[config.mk]
export PLATFORM = sky130hd
export DESIGN_NAME = fetch_ctrl
export DESIGN_NICKNAME = d
export VERILOG_FILES = /design/src/rtl/cpu_parameters.sv /design/src/rtl/fetch_buf.sv /design/src/rtl/fetch_ctrl.sv
export SDC_FILE = /design/constraint.sdc
export NUM_CORES = 1
export LEC_CHECK = 0
export CORE_ASPECT_RATIO = 0.75
export CORE_MARGIN = 5
export CORE_UTILIZATION = 50
export CTS_BUF_LIST = sky130_fd_sc_hd__clkbuf_4 sky130_fd_sc_hd__clkbuf_8
export DETAILED_ROUTE_END_ITERATION = 6
export PLACE_DENSITY = 0.84
export SLEW_MARGIN = 10
export SYNTH_ARGS = -nofsm -noshare
export SYNTH_HDL_FRONTEND = slang
export SYNTH_SLANG_ARGS = --single-unit
export TNS_END_PERCENT = 20
[constraint.sdc]
create_clock -name clk -period 2.35 [get_ports clk]
set_clock_uncertainty 0.05 [all_clocks]
set_input_delay 0.3525 -clock clk [delete_from_list [all_inputs] [get_ports clk]]
set_output_delay 0.3525 -clock clk [all_outputs]
set_load 0.02 [all_outputs]
[src/rtl/cpu_parameters.sv]
// Shared CPU-wide parameters and the fetch controller state encoding.
package cpu_parameters;

  localparam int XLEN = 32;

  typedef enum logic [1:0] {
    IDLE = 2'd0,
    REQ  = 2'd1,
    WAIT = 2'd2,
    HOLD = 2'd3
  } fetch_state;

  // Clear the byte-offset bits so an address always points at a whole word.
  function automatic logic [XLEN-1:0] alignWord(input logic [XLEN-1:0] addr);
    return {addr[XLEN-1:2], 2'b00};
  endfunction

endpackage

[src/rtl/fetch_buf.sv]
// Two-entry instruction buffer between the memory port and the PC generator.
// Flush discards everything; a push and a pop in the same cycle both happen.
module fetch_buf #(
  parameter int W = 32
) (
  input  logic         clk,
  input  logic         rst_n,
  input  logic         push,
  input  logic         pop,
  input  logic         flush,
  input  logic [W-1:0] wdata,
  output logic [W-1:0] rdata,
  output logic         full,
  output logic         empty
);

  logic [W-1:0] r_mem [2];
  logic         r_wrPtr;
  logic         r_rdPtr;
  logic [1:0]   r_count;
  logic         w_doPush;
  logic         w_doPop;

  assign full     = (r_count == 2'd2);
  assign empty    = (r_count == 2'd0);
  assign rdata    = r_mem[r_rdPtr];
  assign w_doPush = push & (~full | pop);
  assign w_doPop  = pop & ~empty;

  // Storage, pointers and occupancy; flush resets the pointers so the head reads entry 0.
  always_ff @(posedge clk or negedge rst_n) begin
    if (!rst_n) begin
      r_mem[0] <= '0;
      r_mem[1] <= '0;
      r_wrPtr  <= 1'b0;
      r_rdPtr  <= 1'b0;
      r_count  <= 2'd0;
    end else if (flush) begin
      r_wrPtr  <= 1'b0;
      r_rdPtr  <= 1'b0;
      r_count  <= 2'd0;
    end else begin
      if (w_doPush) begin
        r_mem[r_wrPtr] <= wdata;
        r_wrPtr        <= ~r_wrPtr;
      end
      if (w_doPop) begin
        r_rdPtr <= ~r_rdPtr;
      end
      case ({w_doPush, w_doPop})
        2'b10:   r_count <= r_count + 2'd1;
        2'b01:   r_count <= r_count - 2'd1;
        default: r_count <= r_count;
      endcase
    end
  end

endmodule

[src/rtl/fetch_ctrl.sv]
// Instruction fetch controller: one outstanding memory request at a time,
// responses buffered in a two-entry FIFO, redirects drop in-flight work.
module fetch_ctrl
  import cpu_parameters::*;
(
  input  logic            clk,
  input  logic            rst_n,
  input  logic [XLEN-1:0] start_address,
  output logic            mem_req,
  output logic [XLEN-1:0] mem_addr,
  input  logic            mem_gnt,
  input  logic            mem_rvalid,
  input  logic [31:0]     mem_rdata,
  output logic [XLEN-1:0] instruction,
  output logic            instruction_v,
  input  logic            ok_i,
  input  logic            jal_instr,
  input  logic [XLEN-1:0] next_pc,
  input  logic            flush,
  input  logic [XLEN-1:0] pc_correction,
  output logic            busy
);

  fetch_state      r_state;
  logic [XLEN-1:0] r_fetchAddr;
  logic [XLEN-1:0] r_memAddr;
  logic            r_stale;
  logic            r_reqRedir;

  logic            w_empty;
  logic            w_full;
  logic            w_pop;
  logic            w_push;
  logic            w_redirect;
  logic            w_goHold;
  logic [XLEN-1:0] w_target;
  logic [XLEN-1:0] w_fetchNext;

  assign instruction_v = ~w_empty;
  assign w_pop         = ok_i & instruction_v;
  assign w_redirect    = flush | (w_pop & jal_instr);
  assign w_target      = alignWord(flush ? pc_correction : next_pc);
  assign w_push        = (r_state == WAIT) & mem_rvalid & ~r_stale & ~w_redirect;
  assign w_goHold      = ~w_empty & ~w_pop;

  assign mem_req  = (r_state == REQ);
  assign mem_addr = r_memAddr;
  assign busy     = (r_state == REQ) | (r_state == WAIT);

  fetch_buf #(.W(XLEN)) u_buf (
    .clk   (clk),
    .rst_n (rst_n),
    .push  (w_push),
    .pop   (w_pop),
    .flush (w_redirect),
    .wdata (mem_rdata),
    .rdata (instruction),
    .full  (w_full),
    .empty (w_empty)
  );

  // Next fetch address: redirect target wins, otherwise advance only on a clean grant.
  always_comb begin
    w_fetchNext = r_fetchAddr;
    case (r_state)
      IDLE:    w_fetchNext = w_redirect ? w_target : alignWord(start_address);
      REQ: begin
        if (w_redirect) begin
          w_fetchNext = w_target;
        end else if (mem_gnt && !r_reqRedir) begin
          w_fetchNext = r_fetchAddr + XLEN'(4);
        end
      end
      default: w_fetchNext = w_redirect ? w_target : r_fetchAddr;
    endcase
  end

  // Fetch FSM; the presented address is frozen while a request waits for its grant.
  always_ff @(posedge clk or negedge rst_n) begin
    if (!rst_n) begin
      r_state     <= IDLE;
      r_fetchAddr <= '0;
      r_memAddr   <= '0;
      r_stale     <= 1'b0;
      r_reqRedir  <= 1'b0;
    end else begin
      r_fetchAddr <= w_fetchNext;
      if (r_state != REQ) begin
        r_memAddr <= w_fetchNext;
      end
      case (r_state)
        IDLE: r_state <= REQ;
        REQ: begin
          if (mem_gnt) begin
            r_state    <= WAIT;
            r_stale    <= r_reqRedir | w_redirect;
            r_reqRedir <= 1'b0;
          end else if (w_redirect) begin
            r_reqRedir <= 1'b1;
          end
        end
        WAIT: begin
          if (mem_rvalid) begin
            r_stale <= 1'b0;
            r_state <= (w_push && w_goHold) ? HOLD : REQ;
          end else if (w_redirect) begin
            r_stale <= 1'b1;
          end
        end
        HOLD: begin
          if (w_redirect || w_pop) begin
            r_state <= REQ;
          end
        end
        default: r_state <= IDLE;
      endcase
    end
  end

  logic w_unusedFull;
  assign w_unusedFull = w_full;

endmodule

# Yosys cells after proc, flatten, opt, wreduce, memory -nomap -nowiden
# Index checks and enable logic that the tools add are counted.
[totals]
ff_bits = 136
latch_bits = 0
mem_bits_rw = 0
romBits = 0
inputBits = 135
output_inout_bits = 67
wordCells = 92
n_memories = 0
[op_classes]
add_sub_neg = 3
multipliers = 0
div_mod_pow = 0
magnitude_cmp = 3
n_eq_ne = 11
n_shift = 0
mux = 28
n_bitwise = 21
n_reduce_logical = 16
[ops]
columns = ["operator", "count"]
rows = [
  ["two-way mux 32 bit", 9],
  ["bitwise mux 64 bit", 1],
  ["one-hot mux 32 bit (2 select lines)", 1],
  ["adder 32 x 3 -> 32 bit (second input constant)", 1],
  ["demux 32 bit (select 1 bit)", 1],
  ["two-way mux 2 bit", 5],
  ["bitwise AND 1 bit", 8],
  ["== test 2 bit (second input constant)", 4],
  ["two-way mux 1 bit", 8],
  ["one-hot mux 2 bit (4 select lines)", 1],
  ["nonzero test 2 bit", 4],
  ["NOT 1 bit", 7],
  ["AND reduction 3 bit", 2],
  ["== test 2 x 1 -> 1 bit (second input constant)", 2],
  [">= comparator 2 bit (second input constant)", 2],
  ["logical NOT 2 bit", 2],
  ["!= test 2 x 1 -> 1 bit (second input constant)", 2],
  ["!= test 2 bit (second input constant)", 2],
  ["NOT 1 -> 2 bit", 2],
  ["OR 1 bit", 4],
  ["one-hot mux 2 bit (2 select lines)", 1],
  ["AND reduction 2 bit", 2],
  ["logical AND 1 bit", 3],
  ["!= test 3 bit (second input constant)", 1],
  ["other kinds (7)", 7],
]

# Logic depth before layout (Yosys ltp)
# Gate-level depths: netlist of run 1.
[logic_depth]
word_depth = 11
mapped_depth = 10
ltp_nobuf = 9

# Cells and area by module
# Synthesis of run 1 repeated with hierarchy kept, for this count alone.
[hier_totals]
hier_cells = 697
area_unflattened_um2 = 7398.3
[by_module_without_submodules]
columns = ["module", "n_inst", "cells_each", "area_per_inst_um2", "seq_area_each_um2"]
rows = [
  ["fetch_ctrl", 1, 501, 4274.1, 1701.6],
  ["fetch_buf", 1, 196, 3124.2, 1701.6],
]

# Worst setup path before layout of run 1
# OpenSTA, ideal clock, no wires.
[synth_path]
path_type = "reg-to-reg"
from = "reg r_state[0]"
to = "reg u_buf.r_count[1]"
setup_ps = 78
arrival_time_ps = 2024
required_time_ps = 2222
setup_slack_ps = 198
stages_incl_launch_ff = 9
n_path_buf = 0
period_less_slack_ps = 2152
cell_sequence = "dfrtp_1 -> inv_1 -> ha_1 -> nand2_1 -> a2111oi_4 -> inv_1 -> ha_1 -> or3_1 -> a21oi_1"
[synth_between]
elab_chain_cells = 8
word_cells_on_any_way = 10
cone_classes = "3 x eq/ne; 2 x mux; 4 x bitwise; 1 x reduce/logical"
[synth_rtl]
columns = ["item", "line_no", "source"]
rows = [
  ["from (decl)", "fetch_ctrl.sv:24", "fetch_state r_state;"],
  ["from (signal assigned)", "fetch_ctrl.sv:105", "r_state <= (w_push && w_goHold) ? HOLD : REQ;"],
  ["== test 2 bit (*)", "fetch_ctrl.sv:43", "assign w_push = (r_state == WAIT) & mem_rvalid & ~r_stale & ~w_redirect;"],
  ["bitwise AND 1 bit (*) (3 in a row)", "fetch_ctrl.sv:43", ""],
  ["bitwise AND 1 bit (*)", "fetch_buf.sv:27", "assign w_doPush = push & (~full | pop);"],
  ["== test 2 x 1 -> 1 bit or == test 2 bit (tied branches)", "fetch_buf.sv:50", "case ({w_doPush, w_doPop})"],
  ["one-hot mux 2 bit (2 select lines)", "fetch_buf.sv:50", ""],
  ["two-way mux 2 bit", "fetch_buf.sv:38", "end else if (flush) begin"],
  ["to (signal assigned)", "fetch_buf.sv:51", "2'b10: r_count <= r_count + 2'd1;"],
  ["to (signal assigned)", "fetch_buf.sv:52", "2'b01: r_count <= r_count - 2'd1;"],
  ["to (signal assigned)", "fetch_buf.sv:53", "default: r_count <= r_count;"],
  ["to (decl)", "fetch_buf.sv:20", "logic [1:0] r_count;"],
]
# Mark *: on every way between the ends. The rest lies on a longest branch, timed or not.
# A chain may end at the register's enable or synchronous reset.

# Final worst setup path of run 1
[layout_path]
from = "reg u_buf.r_count[0]"
to = "out instruction_v"
[layout_between]
elab_chain_cells = 2
[layout_rtl]
columns = ["item", "line_no", "source"]
rows = [
  ["logical NOT 2 bit", "fetch_buf.sv:25", "assign empty = (r_count == 2'd0);"],
  ["NOT 1 bit", "fetch_ctrl.sv:39", "assign instruction_v = ~w_empty;"],
  ["to (decl)", "fetch_ctrl.sv:15", "output logic instruction_v,"],
]
# Every way passes these cells.

==> results of run 1 <==
-- cell families after synthesis --
family / Yosys count / share of synthesized area
buffers and inverters: 69 / 0.0400
DFF: 136 / 0.473
adders and majority gates: 7 / 0.0122
AOI/OAI and AO/OA: 175 / 0.160
xor gates and xnor gates: 30 / 0.0365
muxes: 104 / 0.163
and+or+nand+nor: 171 / 0.115
-- area by class of cell --
type	count	area, um^2
multi-input combinational	487	3520
clock buffer	19	255
inverter	24	90.1
tap	180	225
fill	1091	4380
sequential	136	3400
clock inverter	13	146
timing repair buffer	228	2240
antenna	2	5.00
-- cells in the final DEF, fill, tap and decap left out, types with 7 or more instances in the layout --
master	n
o31ai_1	15
nor2_1	45
buf_4	26
o21ai_0	46
clkbuf_8	18
xor2_1	15
clkdlybuf4s50_1	159
dfrtp_1	135
inv_1	24
or3_1	7
and2_1	9
mux2_1	30
nand4_1	14
nand3_1	9
a221oi_1	15
nand2_1	60
a21oi_1	44
mux2_2	73
dlygate4sd2_1	32
xnor2_1	15
-- through the flow --
step                std cells  utilization  power [mW]  setup TNS, ns
floorplan                 692            -        6.36              0
global placement         1054        0.666        8.29          -1.38
detailed placement       1054        0.666        8.41          -2.90
CTS                      1087        0.692        10.3              0
global route             1089        0.693        10.9              0
finish                   1089        0.693        10.2              0
-- per-layer routing --
metal | up-vias | routed length, um | track usage
met2 | 216 | 9150 | 0.374
met3 | 37 | 1220 | 0.0469
met4 | 0 | 554 | 0.0905
li1 | 2915 | - | -
met5 | - | 0 | 0
met1 | 3051 | 8770 | 0.328
-- state kept, by name (all words and copies together) (netlist names) --
name,count
u_buf.r_mem,64
mem_addr,32
r_fetchAddr,32
r_state,2
u_buf.r_count,2
r_reqRedir,1
r_stale,1
u_buf.r_rdPtr,1
u_buf.r_wrPtr,1
-- what timing repair did --
action                                  in CTS  in global routing
endpoints found under the hold margin       56                  0
hold buffers                                 1                  0
endpoints found under the setup margin      32                  3
resized for setup                           33                  3
pin swaps                                    0                  1
-- worst paths after layout --
check / to / startpoint / slack, ns / depth (start not counted)
setup / recovery: instruction_v / u_buf.r_count[0]$_DFFE_PN0P_ / 0.14 / 2
hold / removal: u_buf.r_wrPtr$_DFFE_PN0P_ / flush / 0.39 / 6
setup reg to reg: u_buf.r_count[1]$_DFFE_PN0P_ / u_buf.r_count[0]$_DFFE_PN0P_ / 0.16 / 7
hold reg to reg: mem_addr[30]$_DFFE_PN0N_ / mem_addr[30]$_DFFE_PN0N_ / 0.43 / 1
max in group asynchronous: u_buf.r_count[1]$_DFFE_PN0P_ / rst_n / 1.11 / 3
min in group asynchronous: mem_addr[24]$_DFFE_PN0N_ / rst_n / 0.42 / 2
-- power by group through the flow --
stage,registers [mW],logic [mW],clock network (mW)
2_1_floorplan,3.83,2.53,0
3_3_place_gp,3.61,4.68,0
3_5_place_dp,3.64,4.77,0
4_1_cts,3.61,4.67,1.99
5_1_grt,3.72,5.06,2.10
6_report,3.62,4.67,1.94
-- critical path: stages, from the launching register on --
cell and delay, ns:
dfrtp_1 0.46, or2_2 0.35, clkdlybuf4s50_1 0.56
==> run metrics, run 1 <==
RSZ-0062 raised after global routing false; register area share after synthesis 0.473; Die W 148 um; Period minus WS final 2.21 ns; Synth Flop Type dfrtp_1; vias in the first global route 6427; net load switching power 3.99 mW; CP Max Fanout 6; yosys synthesis warning count 0; clock root cell clkbuf_8; kind of critical path reg2out; CP required 1.95 ns; Comb pwr share 0.456; syn_nets 834; CORE AREA 14300 um^2; CTS tree yes; Area growth, synth to finish 37.5%; worst hold slack 0.394 ns; sw frac 0.390; Final setup viols 0; H-tree lvl count 4; Initial DRC Count 332; iteration count of the initial detailed-routing pass 5; final wirelength 19700 um; die height 114 um; Routed Antenna Nets 0; Via density 5.71; grt ovf 0; asr flop ratio synth 1.00; Critical Path Start Type register; Syn Inst Count 692; share of cells above drive strength 1 0.171; full die area 16900 um^2; Vias 6219; # DRC 0; Final Max Tran Viols 0; post-synth design cell area 7190 um^2; FF+latch count, synth 136; clock share of power 0.190; status completed; largest net degree at the start of global routing 66; max_slew headroom 0.575; Max Cap Viol 0; Syn Area/Cell 10.4 um^2; starting density of the core 0.504; Placement Cell Area 9500 um^2; crit path DAT 1.80 ns; most common cell in the netlist dfrtp_1; antenna violations before repair 2; fin nets 1036; Synth top area share 0.473; Worst Hold Class in2reg; clk sinks 136; global-route usage over all layers 0.238; Setup WS post-layout 0.143 ns; CTS Buf Count 17; row cnt 38; Post-synth EDFFs 0; Detail Placement HPWL 14100 um; period utilization 0.939; final instance area 9890 um^2; global-route wire length before repair 32400 um; largest cells by area after synthesis dfrtp_1 (47%), mux2_2 (11%), mux2_1 (4.7%); Final Hold Violating Endpoints 0; clk slew on worst S/H paths 0.08 ns; Post-CTS Setup Bufs 0; IO buf count 195; Top-Level Pins 202; Worst-Skew Late Latency 0.43 ns; Yosys top cell by area dfrtp_1; Peak supply drop 837 uV; Leak 4.51 nW; Final Wtd Congestion 0.833; Wirelength per Cell 18.1 um; f_max 453 MHz; Least-Margin Pin Slew 0.638 ns; most frequent cells after synthesis dfrtp_1 (136), mux2_2 (73), nand2_1 (60), nor2_1 (46), o21ai_0 (46); power share of the sequential group 0.354; Netlist cell types 51; power per cell area 1030 nW/um^2; Crit. End Element primary output; internal power 6.24 mW; worst slack at placement -0.121 ns; CTS max path bufs 2
Note: power is estimated with default switching activity, not from simulation.
==> run 2, diff against run 1 <==
==> constraint.sdc (replaced) <==
create_clock -name clk -period 2.04 [get_ports clk]
set_clock_uncertainty 0.05 [all_clocks]
set_input_delay 0.306 -clock clk [delete_from_list [all_inputs] [get_ports clk]]
set_output_delay 0.306 -clock clk [all_outputs]
set_load 0.02 [all_outputs]
==> run 2 against run 1 <==
Effect of this change:
- the run now ends with negative setup slack left
- design area is 1.9% higher
- hold slack worse by 0.097 ns
- largest power group unchanged
- critical path type is now reg2reg
- die area stayed put
- clock power is 5% higher
==> run metrics, run 2 (synthesis results as in run 1) <==
status finished with violations; failing checks negative setup slack; grt ovf 0; worst r2r path cells 9; Final Hold Violating Endpoints 0; RR Endpoint u_buf.r_count[1]$_DFFE_PN0P_; die height 114 um; # DRC 0; Routed Antenna Nets 0; final wirelength 20300 um; CTS Buf Count 17; clock root cell clkbuf_8; largest net degree at the start of global routing 66; Top reg by flops u_buf.r_mem; CP cell instances inv_2 -> ha_4 -> nand2_4 -> a2111oi_4 -> inv_1 -> ha_4 -> xnor2_2 -> or3_1 -> a21oi_2; Comb pwr share 0.477; Worst Hold Class in2async; clock share of power 0.171; Worst-Skew Late Latency 0.44 ns; Via density 5.65; Initial DRC Count 380; Layout fillers 1095; vias in the first global route 6430; Detail Placement HPWL 14200 um; Top delay family on crit path compound AO/OA/AOI/OAI gates; Largest register FFs 64; full die area 16900 um^2; commonest cells after routing, fill and taps aside clkdlybuf4s50_1 (158), dfrtp_1 (135), mux2_2 (73); iteration count of the initial detailed-routing pass 5; antenna violations before repair 0; power share of the sequential group 0.351; kind of critical path reg2reg; Top-Level Pins 202; reg-to-reg critical path startpoint r_state[0]$_DFFE_PN0P_; final core utilization 0.707; Period minus WS final 2.08 ns; CTS max path bufs 2; H-tree lvl count 4; CTS tree yes; CORE AREA 14300 um^2; most common cell after layout, fill and taps aside clkdlybuf4s50_1; RSZ-0062 raised after global routing true; power per cell area 1170 nW/um^2; CP required 2.36 ns; Crit. End Element register; Max Cap Viol 0; Leak 4.52 nW; net load switching power 4.68 mW; period utilization 1.02; Setup WS post-layout -0.0439 ns; Worst Path Buf+Inv 2; CP Max Fanout 3; f_max 480 MHz; clk slew on worst S/H paths 0.08 ns; global-route usage over all layers 0.241; clk sinks 136; crit path DAT 2.40 ns; Worst path slowest cell dfrtp_1; Crit path top cell by count ha_4; Die W 148 um; Wirelength per Cell 18.3 um; Area growth, synth to finish 40.2%; Final setup viols 1; max_slew headroom 0.737; worst hold slack 0.297 ns; share of cells above drive strength 1 0.247; Final Max Tran Viols 0; Peak supply drop 783 uV; Critical Path Start Type register; IO buf count 195; internal power 7.14 mW; n_diodes 0; row cnt 38; starting density of the core 0.504; slowest stage delay, CP 0.39 ns; R2R setup slack -0.04 ns; Final Wtd Congestion 0.828; global-route wire length before repair 32500 um; sw frac 0.396; Vias 6252; fin nets 1055; Least-Margin Pin Slew 0.395 ns
## run 2: cell types whose count changed in the layout (fill, tap and decap cells not counted), moves of 11 or more
cell,before,now
buf_2,1,15
clkbuf_2,0,16
dlygate4sd2_1,32,3
mux2_1,30,17
buf_4,26,37
mux2_4,0,13
## run 2: area by class of cell
class | instances | area [um^2] | share of cell area
repair buffers | 247 | 2360 | 0.234
clock buffers | 20 | 263 | 0.0261
well taps | 180 | 225 | 0.0223
inverters | 24 | 90.1 | 0.00894
multi-input cells | 487 | 3650 | 0.362
clock inverters | 12 | 93.8 | 0.00931
flip-flops and latches | 136 | 3400 | 0.338
## run 2: worst register-to-register path, stage by stage (launching register included)
cell	delay (ns)
dfrtp_1	0.39
inv_2	0.09
ha_4	0.15
nand2_4	0.06
a2111oi_4	0.34
inv_1	0.13
ha_4	0.19
xnor2_2	0.14
or3_1	0.37
a21oi_2	0.12
## run 2: metrics by stage
step	cells	setup TNS (ns)	power (mW)	worst slack [ns]	instance area, um^2
detailed placement	1067	-18.80	9.82	-0.363	9660
global placement	1067	-16.07	9.70	-0.322	9660
finish	1106	-0.0439	11.8	-0.0439	10100
floorplan	692	-0.633	7.34	-0.0267	7210
CTS	1102	-0.0664	11.7	-0.0223	9980
global route	1106	-1.77	12.6	-0.124	10100
## run 2: repair_timing
| item | in CTS | in global routing |
|---|---|---|
| endpoints found under the hold margin | 37 | 0 |
| setup endpoints to repair | 40 | 84 |
| setup buffers | 1 | 3 |
| gates resized for setup | 86 | 57 |
| pin swaps | 0 | 5 |
| hold buffers | 1 | 0 |
| gates cloned | 1 | 1 |
## run 2: worst max path at each step
| stage | end | from | cells after the start |
|---|---|---|---|
| after floorplan | u_buf.r_count[1]$_DFFE_PN0P_ | u_buf.r_count[0]$_DFFE_PN0P_ | 8 |
| after global placement | u_buf.r_mem[33]$_DFFE_PN0P_ | ok_i | 6 |
| after detailed placement | u_buf.r_count[1]$_DFFE_PN0P_ | ok_i | 8 |
| after CTS | u_buf.r_count[1]$_DFFE_PN0P_ | u_buf.r_count[0]$_DFFE_PN0P_ | 8 |
| after global routing | u_buf.r_count[1]$_DFFE_PN0P_ | r_state[0]$_DFFE_PN0P_ | 9 |
| final | u_buf.r_count[1]$_DFFE_PN0P_ | r_state[0]$_DFFE_PN0P_ | 9 |
## run 2: metal layers
metal  share of wire  wire, um  track usage
met4           0.018       365       0.0628
met5               0         0            0
met2            0.43      8820        0.367
met1            0.48      9760        0.350
met3           0.066      1340       0.0564
## run 2: power by group through the flow
stage	logic [mW]	registers [mW]	clock network (mW)
CTS	5.51	4.12	2.08
finish	5.64	4.15	2.03
global placement	5.57	4.13	0
global route	6.13	4.26	2.20
detailed placement	5.65	4.16	0
floorplan	2.93	4.41	0
